`src/rtl/fifo_pkg.sv`:
```
// fifo_pkg: shared async-FIFO sizing and gray-code helper
package fifo_pkg;
    localparam int ADDRSIZE = 4;
    localparam int PTRW = ADDRSIZE + 1;
    function automatic logic [31:0] gray_enc(input logic [31:0] b);
        return b ^ (b >> 1);
    endfunction
endpackage

```
`src/rtl/gray2bin.sv`:
```
// gray2bin: combinational prefix-XOR gray-to-binary decoder
module gray2bin #(
    parameter int WIDTH = fifo_pkg::PTRW
) (
    input  logic [WIDTH-1:0] gray,
    output logic [WIDTH-1:0] bin
);
    for (genvar i = 0; i < WIDTH; i++) begin : g_bit
        assign bin[i] = ^gray[WIDTH-1:i];
    end
endmodule

```
`src/rtl/rptr_empty_level.sv`:
```
// rptr_empty_level: read-side pointer, empty/almost-empty, level and underflow status
module rptr_empty_level
    import fifo_pkg::*;
#(
    parameter int ADDRSIZE = fifo_pkg::ADDRSIZE,
    parameter int AEMPTY_THRESH = 2
) (
    input  logic                rclk,
    input  logic                rrst,
    input  logic                rinc,
    input  logic [ADDRSIZE:0]   rq2_wptr,
    output logic [ADDRSIZE-1:0] raddr,
    output logic [ADDRSIZE:0]   rptr,
    output logic                rempty,
    output logic                raempty,
    output logic [ADDRSIZE:0]   rlevel,
    output logic                runderflow
);
    localparam logic [ADDRSIZE:0] THRESH = (ADDRSIZE + 1)'(AEMPTY_THRESH);
    logic [ADDRSIZE:0] rbin, rbinnext, rgraynext, wbin_s, rlevel_next;
    logic [31:0] gray32;
    logic rpop;
    gray2bin #(.WIDTH(ADDRSIZE + 1)) u_wdec (.gray(rq2_wptr), .bin(wbin_s));
    always_comb begin
        rpop = rinc & ~rempty;
        rbinnext = rbin + {{ADDRSIZE{1'b0}}, rpop};
        gray32 = gray_enc(32'(rbinnext));
        rgraynext = gray32[ADDRSIZE:0];
        // level is against the synchronized (stale) write pointer, so it can only under-report
        rlevel_next = wbin_s - rbinnext;
    end
    assign raddr = rbin[ADDRSIZE-1:0];
    always_ff @(posedge rclk) begin
        if (rrst) begin
            rbin <= '0;
            rptr <= '0;
            rempty <= 1'b1;
            raempty <= 1'b1;
            rlevel <= '0;
            runderflow <= 1'b0;
        end else begin
            rbin <= rbinnext;
            rptr <= rgraynext;
            rempty <= rgraynext == rq2_wptr;
            raempty <= rlevel_next <= THRESH;
            rlevel <= rlevel_next;
            runderflow <= runderflow | (rinc & rempty);
        end
    end
endmodule

```
`config.mk`:
```
export PLATFORM = sky130hd
export DESIGN_NAME = rptr_empty_level
export DESIGN_NICKNAME = d
export VERILOG_FILES = /design/src/rtl/fifo_pkg.sv /design/src/rtl/gray2bin.sv /design/src/rtl/rptr_empty_level.sv
export SDC_FILE = /design/constraint.sdc
export NUM_CORES = 1
export LEC_CHECK = 0
export ABC_AREA = 0
export CAP_MARGIN = 10
export CORE_MARGIN = 4
export CORE_UTILIZATION = 46
export DETAILED_ROUTE_END_ITERATION = 10
export PLACE_DENSITY = 0.74
export SKIP_CTS_REPAIR_TIMING = 1
export SYNTH_ARGS = -nofsm -noshare
export SYNTH_HDL_FRONTEND = slang
export SYNTH_SLANG_ARGS = --single-unit
```
`constraint.sdc`:
```
create_clock -name rclk -period 3.8 [get_ports rclk]
set_clock_uncertainty 0.2 [all_clocks]
set_input_delay 0.76 -clock rclk [delete_from_list [all_inputs] [get_ports rclk]]
set_output_delay 0.76 -clock rclk [all_outputs]
set_load 0.005 [all_outputs]
```
* Word level (Yosys, flattened, before mapping)
Cells that the tools add are included.
Storage, ports and cells: word-level logic and storage cells 19, output and inout bits 17, flip-flop bits (word level) 18, input bits 8
Operators by class: order comparisons 1, $add $sub $neg 2, bitwise gates (word level) 5, reductions and logical operators 4, equality and inequality tests 1
Operator list (number):
- 5-bit by 1-bit adder with 5-bit output | 1
- 5-bit equality test | 1
- 5-bit by 2-bit <= comparator with 1-bit output, second input constant | 1
- 5-bit parity | 1
- 5-bit subtractor | 1
- 5-bit by 4-bit bitwise XOR with 5-bit output | 1
- 4-bit parity | 1
- 3-bit parity | 1
- 1-bit bitwise AND | 2
- 2-bit parity | 1
- 1-bit inverter | 1
- 1-bit bitwise OR | 1

* Depth between registers and ports, before layout
depth in word-level cells 5, mapped depth 11

* Cells and area by module
From an unflattened synthesis, not the netlist that was laid out.
Unflattened totals: cell total of the unflattened synthesis 101, area total of the unflattened synthesis 1018.5 um2
Modules (own cells, without submodules):
- rptr_empty_level | cells each 95, times used 1, seq. area each 340.3 um2, area an instance 945.9 um2
- gray2bin | cells each 6, times used 1, seq. area each 0.0 um2, area an instance 72.6 um2

* Least setup slack after synthesis
No wires, ideal clock.
path kind input -> register, from input port rinc, to register raempty, path slack 0.491 ns, path buffers 0, setup time 0.120 ns, stages on the path 11, data arrival time 2.990 ns, cells stage by stage nor2b_1 ha_1 ha_1 xnor2_1 ha_1 inv_1 nor3_1 a311o_1 xor2_1 a41oi_2 a21oi_2
Between the ends: word-level cells in the longest chain between the ends 4
RTL lines:
- from (decl) | line rptr_empty_level.sv:10 | input logic rinc,
- 1-bit bitwise AND | line rptr_empty_level.sv:25 | rpop = rinc & ~rempty;
- 5-bit by 1-bit adder with 5-bit output | line rptr_empty_level.sv:26 | rbinnext = rbin + {{ADDRSIZE{1'b0}}, rpop};
- 5-bit subtractor | line rptr_empty_level.sv:30 | rlevel_next = wbin_s - rbinnext;
- 5-bit by 2-bit <= comparator with 1-bit output | line rptr_empty_level.sv:45 | raempty <= rlevel_next <= THRESH;
- to (signal assigned) | line rptr_empty_level.sv:38 | raempty <= 1'b1;
- to (signal assigned) | line rptr_empty_level.sv:45
- to (decl) | line rptr_empty_level.sv:15 | output logic raempty,
No other way between the ends. A chain may end at the register's enable or synchronous reset.

* Final worst setup path
Ends and elaborated chain as after synthesis.

==> results.md <==
- XOR/XNOR Fraction of Synth Area: 0.232
- Port bufs: 24
- Final Wtd Congestion: 0.852
- Worst-case vdd ir drop: 0.244 mV
- Pwr/cell area: ~380 nW/um2
- Clk_lat worst skew: 0.29 ns
- Fin Setup TNS: 0 ns
- Mux cell area share after synthesis: 0.0280
- Initial antenna violation count: 0
- First-pass GRT wire length: 3.05 mm
- Post-Synth Simple-Gate Area: 0.160
- GR Util All Layers: 0.150
- First-pass DRT Iterations: 4
- Post-Syn Area: 893 um2
- Layout fillers: around 160
- Vias: 709
- Worst setup SP type: primary input
- Fin crit share: 0.884
- ANT cells: 0
- Crit. End Element: flop
- Post-DP HPWL: 1.43 mm
- Commonest non-fill, non-tap cell in the layout: clkdlybuf4s50_1
- Synth area leaders: dfxtp_1 38%, xnor2_1 14%, ha_1 8.4%
- Vias per cell: 4.89
- Mapped Cells: 93
- Die width: about 52 um
- Top cell type's share of synthesized area: 0.381
- Post-synthesis sequential area ratio: 0.381
- Status: finished, final reports clean
- Area after DPL: about 1200 um2
- Crit Path Max Fanout: 3
- Antenna Nets Post-Route: 0
- Initial Utilization: 0.501
- Share of cells above drive strength 1: 0.0917
- Max-cap violations: 0
- Largest net degree at the start of global routing: 19
- Final min period: 3.36 ns
- Vias in the first global route: 737
- Comb pwr share: 0.343
- Crit path cell chain: clkdlybuf4s50_1, nor2b_1, ha_1, ha_1, xnor2_1, ha_1, inv_1, nor3_1, a311o_1, xor2_1, a41oi_2, a21oi_2
- Internal: around 320 uW
- Area delta synth->final: 33.9%
- Die Ht: 52.1 um
- Crit path required time: 3.83 ns
- Complex-gate fraction of the synthesized area: 0.0896
- CTS sink cnt: 17
- Drt total wl: 1.80 mm
- Syn nets: approximately 110
- Flop-to-flop setup slack: approximately 1.0 ns
- Clock Power Share: 0.210
- Number of synthesis warnings: 0
- Seq pwr share: 0.447
- Power, Total: 453 uW
- Clock buffer depth: 2
- DRT iter0 DRCs: 6
- Routed WL per cell: 12.4 um
- Net switching power: roughly 130 uW
- Largest area contributor in the netlist: dfxtp_1
- Slew Limit Fails: 0
- Hold WS: 0.287 ns
- Worst stage delay on the critical path: 0.41 ns
- Unrepaired setup endpoints after global routing: false
- IO Pins: 25
- Adder-Cell Fraction of Synth Area: 0.0840
- DRC viols: 0
- Most frequent cells in the layout: 24 x clkdlybuf4s50_1, 17 x dfxtp_1, 14 x xnor2_1, 14 x nor2_1
- Leak: 0.000456 uW
- Die footprint: 2710 um2
- Fraction of power spent switching nets: 0.293
- Slowest-stage cell, CP: clkdlybuf4s50_1
- Worst Tran Pin Value: 0.651 ns
- Final Cell Area: 1200 um2
- Final hold violation count: 0
- Synth Register Bits: 17
- H-tree Lvls: 1
- Post-synth cell types: 26
- Total CTS buffers: 3
- Max Fclk: 0.298 GHz
- Worst-path clk slew: 0.10 ns
- Core Util, Final: 0.671
- GRT Residual Overflow: 0
- WS Path Type: in2reg
- Main combinational cell family by area after synthesis: XOR/XNOR gates
- CTS tree: yes
- Final Setup Violations: 0
- Core region area: about 1800 um2
- Crit path top cell by count: ha_1
- Rows: 15
- Syn Area/Cell: 9.61 um2
- Clock tree root buffer cell: clkbuf_4
- Worst path arrival time: 3.39 ns
- Hold Path Class: reg2reg
- Fin nets: between 100 and 150
- Slew headroom: 0.564
==> metal layers <==
layer,track usage,vias up,routed length [um]
met5,0,-,0
met2,0.282,12,899
met4,0.0786,0,22
met3,0.0172,2,47
met1,0.161,330,835
li1,-,365,-
==> metrics by stage <==
| stage | std cells | setup WS (ns) |
|---|---|---|
| after global routing | 145 | 0.332 |
| after global placement | 141 | 0.247 |
| after CTS | 145 | 0.446 |
| after floorplan | 93 | 0.491 |
| after detailed placement | 141 | 0.197 |
| final | 145 | 0.441 |
==> cells by family after synthesis <==
logic type                 after synthesis
AOI/OAI and AO/OA                       11
xor gates and xnor gates                22
adders and majority gates                6
buffers and inverters                    6
DFF                                     17
muxes                                    2
and+or+nand+nor                         29
==> worst max-delay path, delay by kind of cell <==
kind                     cells  cell delay [ns]
adder cells (fa/ha/maj)      3             0.71
AO/OA/AOI/OAI                3             0.67
buffers and inverters        2             0.53
XOR/XNOR                     2             0.52
AND/OR/NAND/NOR              2             0.21
==> power groups by stage <==
stage / Clock, uW / Sequential [uW] / Combinational, uW
after global placement: 0 / 206 / 153
after CTS: 99.3 / 203 / 157
after global routing: 107 / 205 / 170
after floorplan: 0 / 209 / 90.5
after detailed placement: 0 / 207 / 155
final: 95.1 / 202 / 155
==> synthesized netlist by cell type, drive strengths merged <==
cell and count:
nor2b 3, nor2 14, ha 6, nor4b 1
mux2i 1, nor3 1, clkbuf 3, nand3 3
nand2b 3, nand4 1, nor4 1, inv 3
a311o 1, a41oi 1, a21oi 6, o31ai 1
o21ai 1, nand3b 1, dfxtp 17, o21a 1
xor2 8, mux2 1, xnor2 14, nand2 1
==> final timing paths <==
| path | startpoint | end | cells after the start |
|---|---|---|---|
| worst max-delay path | rinc | raempty$_SDFF_PP1_ | 12 |
| worst min register to register | runderflow$_SDFF_PP0_ | runderflow$_SDFF_PP0_ | 2 |
| worst max register to register | rempty$_SDFF_PP1_ | raempty$_SDFF_PP1_ | 11 |
| worst min-delay path | runderflow$_SDFF_PP0_ | runderflow$_SDFF_PP0_ | 2 |
==> flip-flops by register name (all words and copies together) (netlist names) <==
signal	cells
rptr	5
rbin	4
rempty	1
raempty	1
runderflow	1
rlevel	5
==> cell type report <==
cell class / instances / area [um2] / share of cell area
multi-input combinational: 70 / 531 / 0.444
inverter: 3 / 11.3 / 0.00941
tap: 25 / 31.3 / 0.0262
sequential: 17 / 340 / 0.285
timing repair buffer: 26 / 255 / 0.213
clock buffer: 3 / 22.5 / 0.0188
clock inverter: 1 / 5.00 / 0.00418
Power figures use the tool's default switching activity.
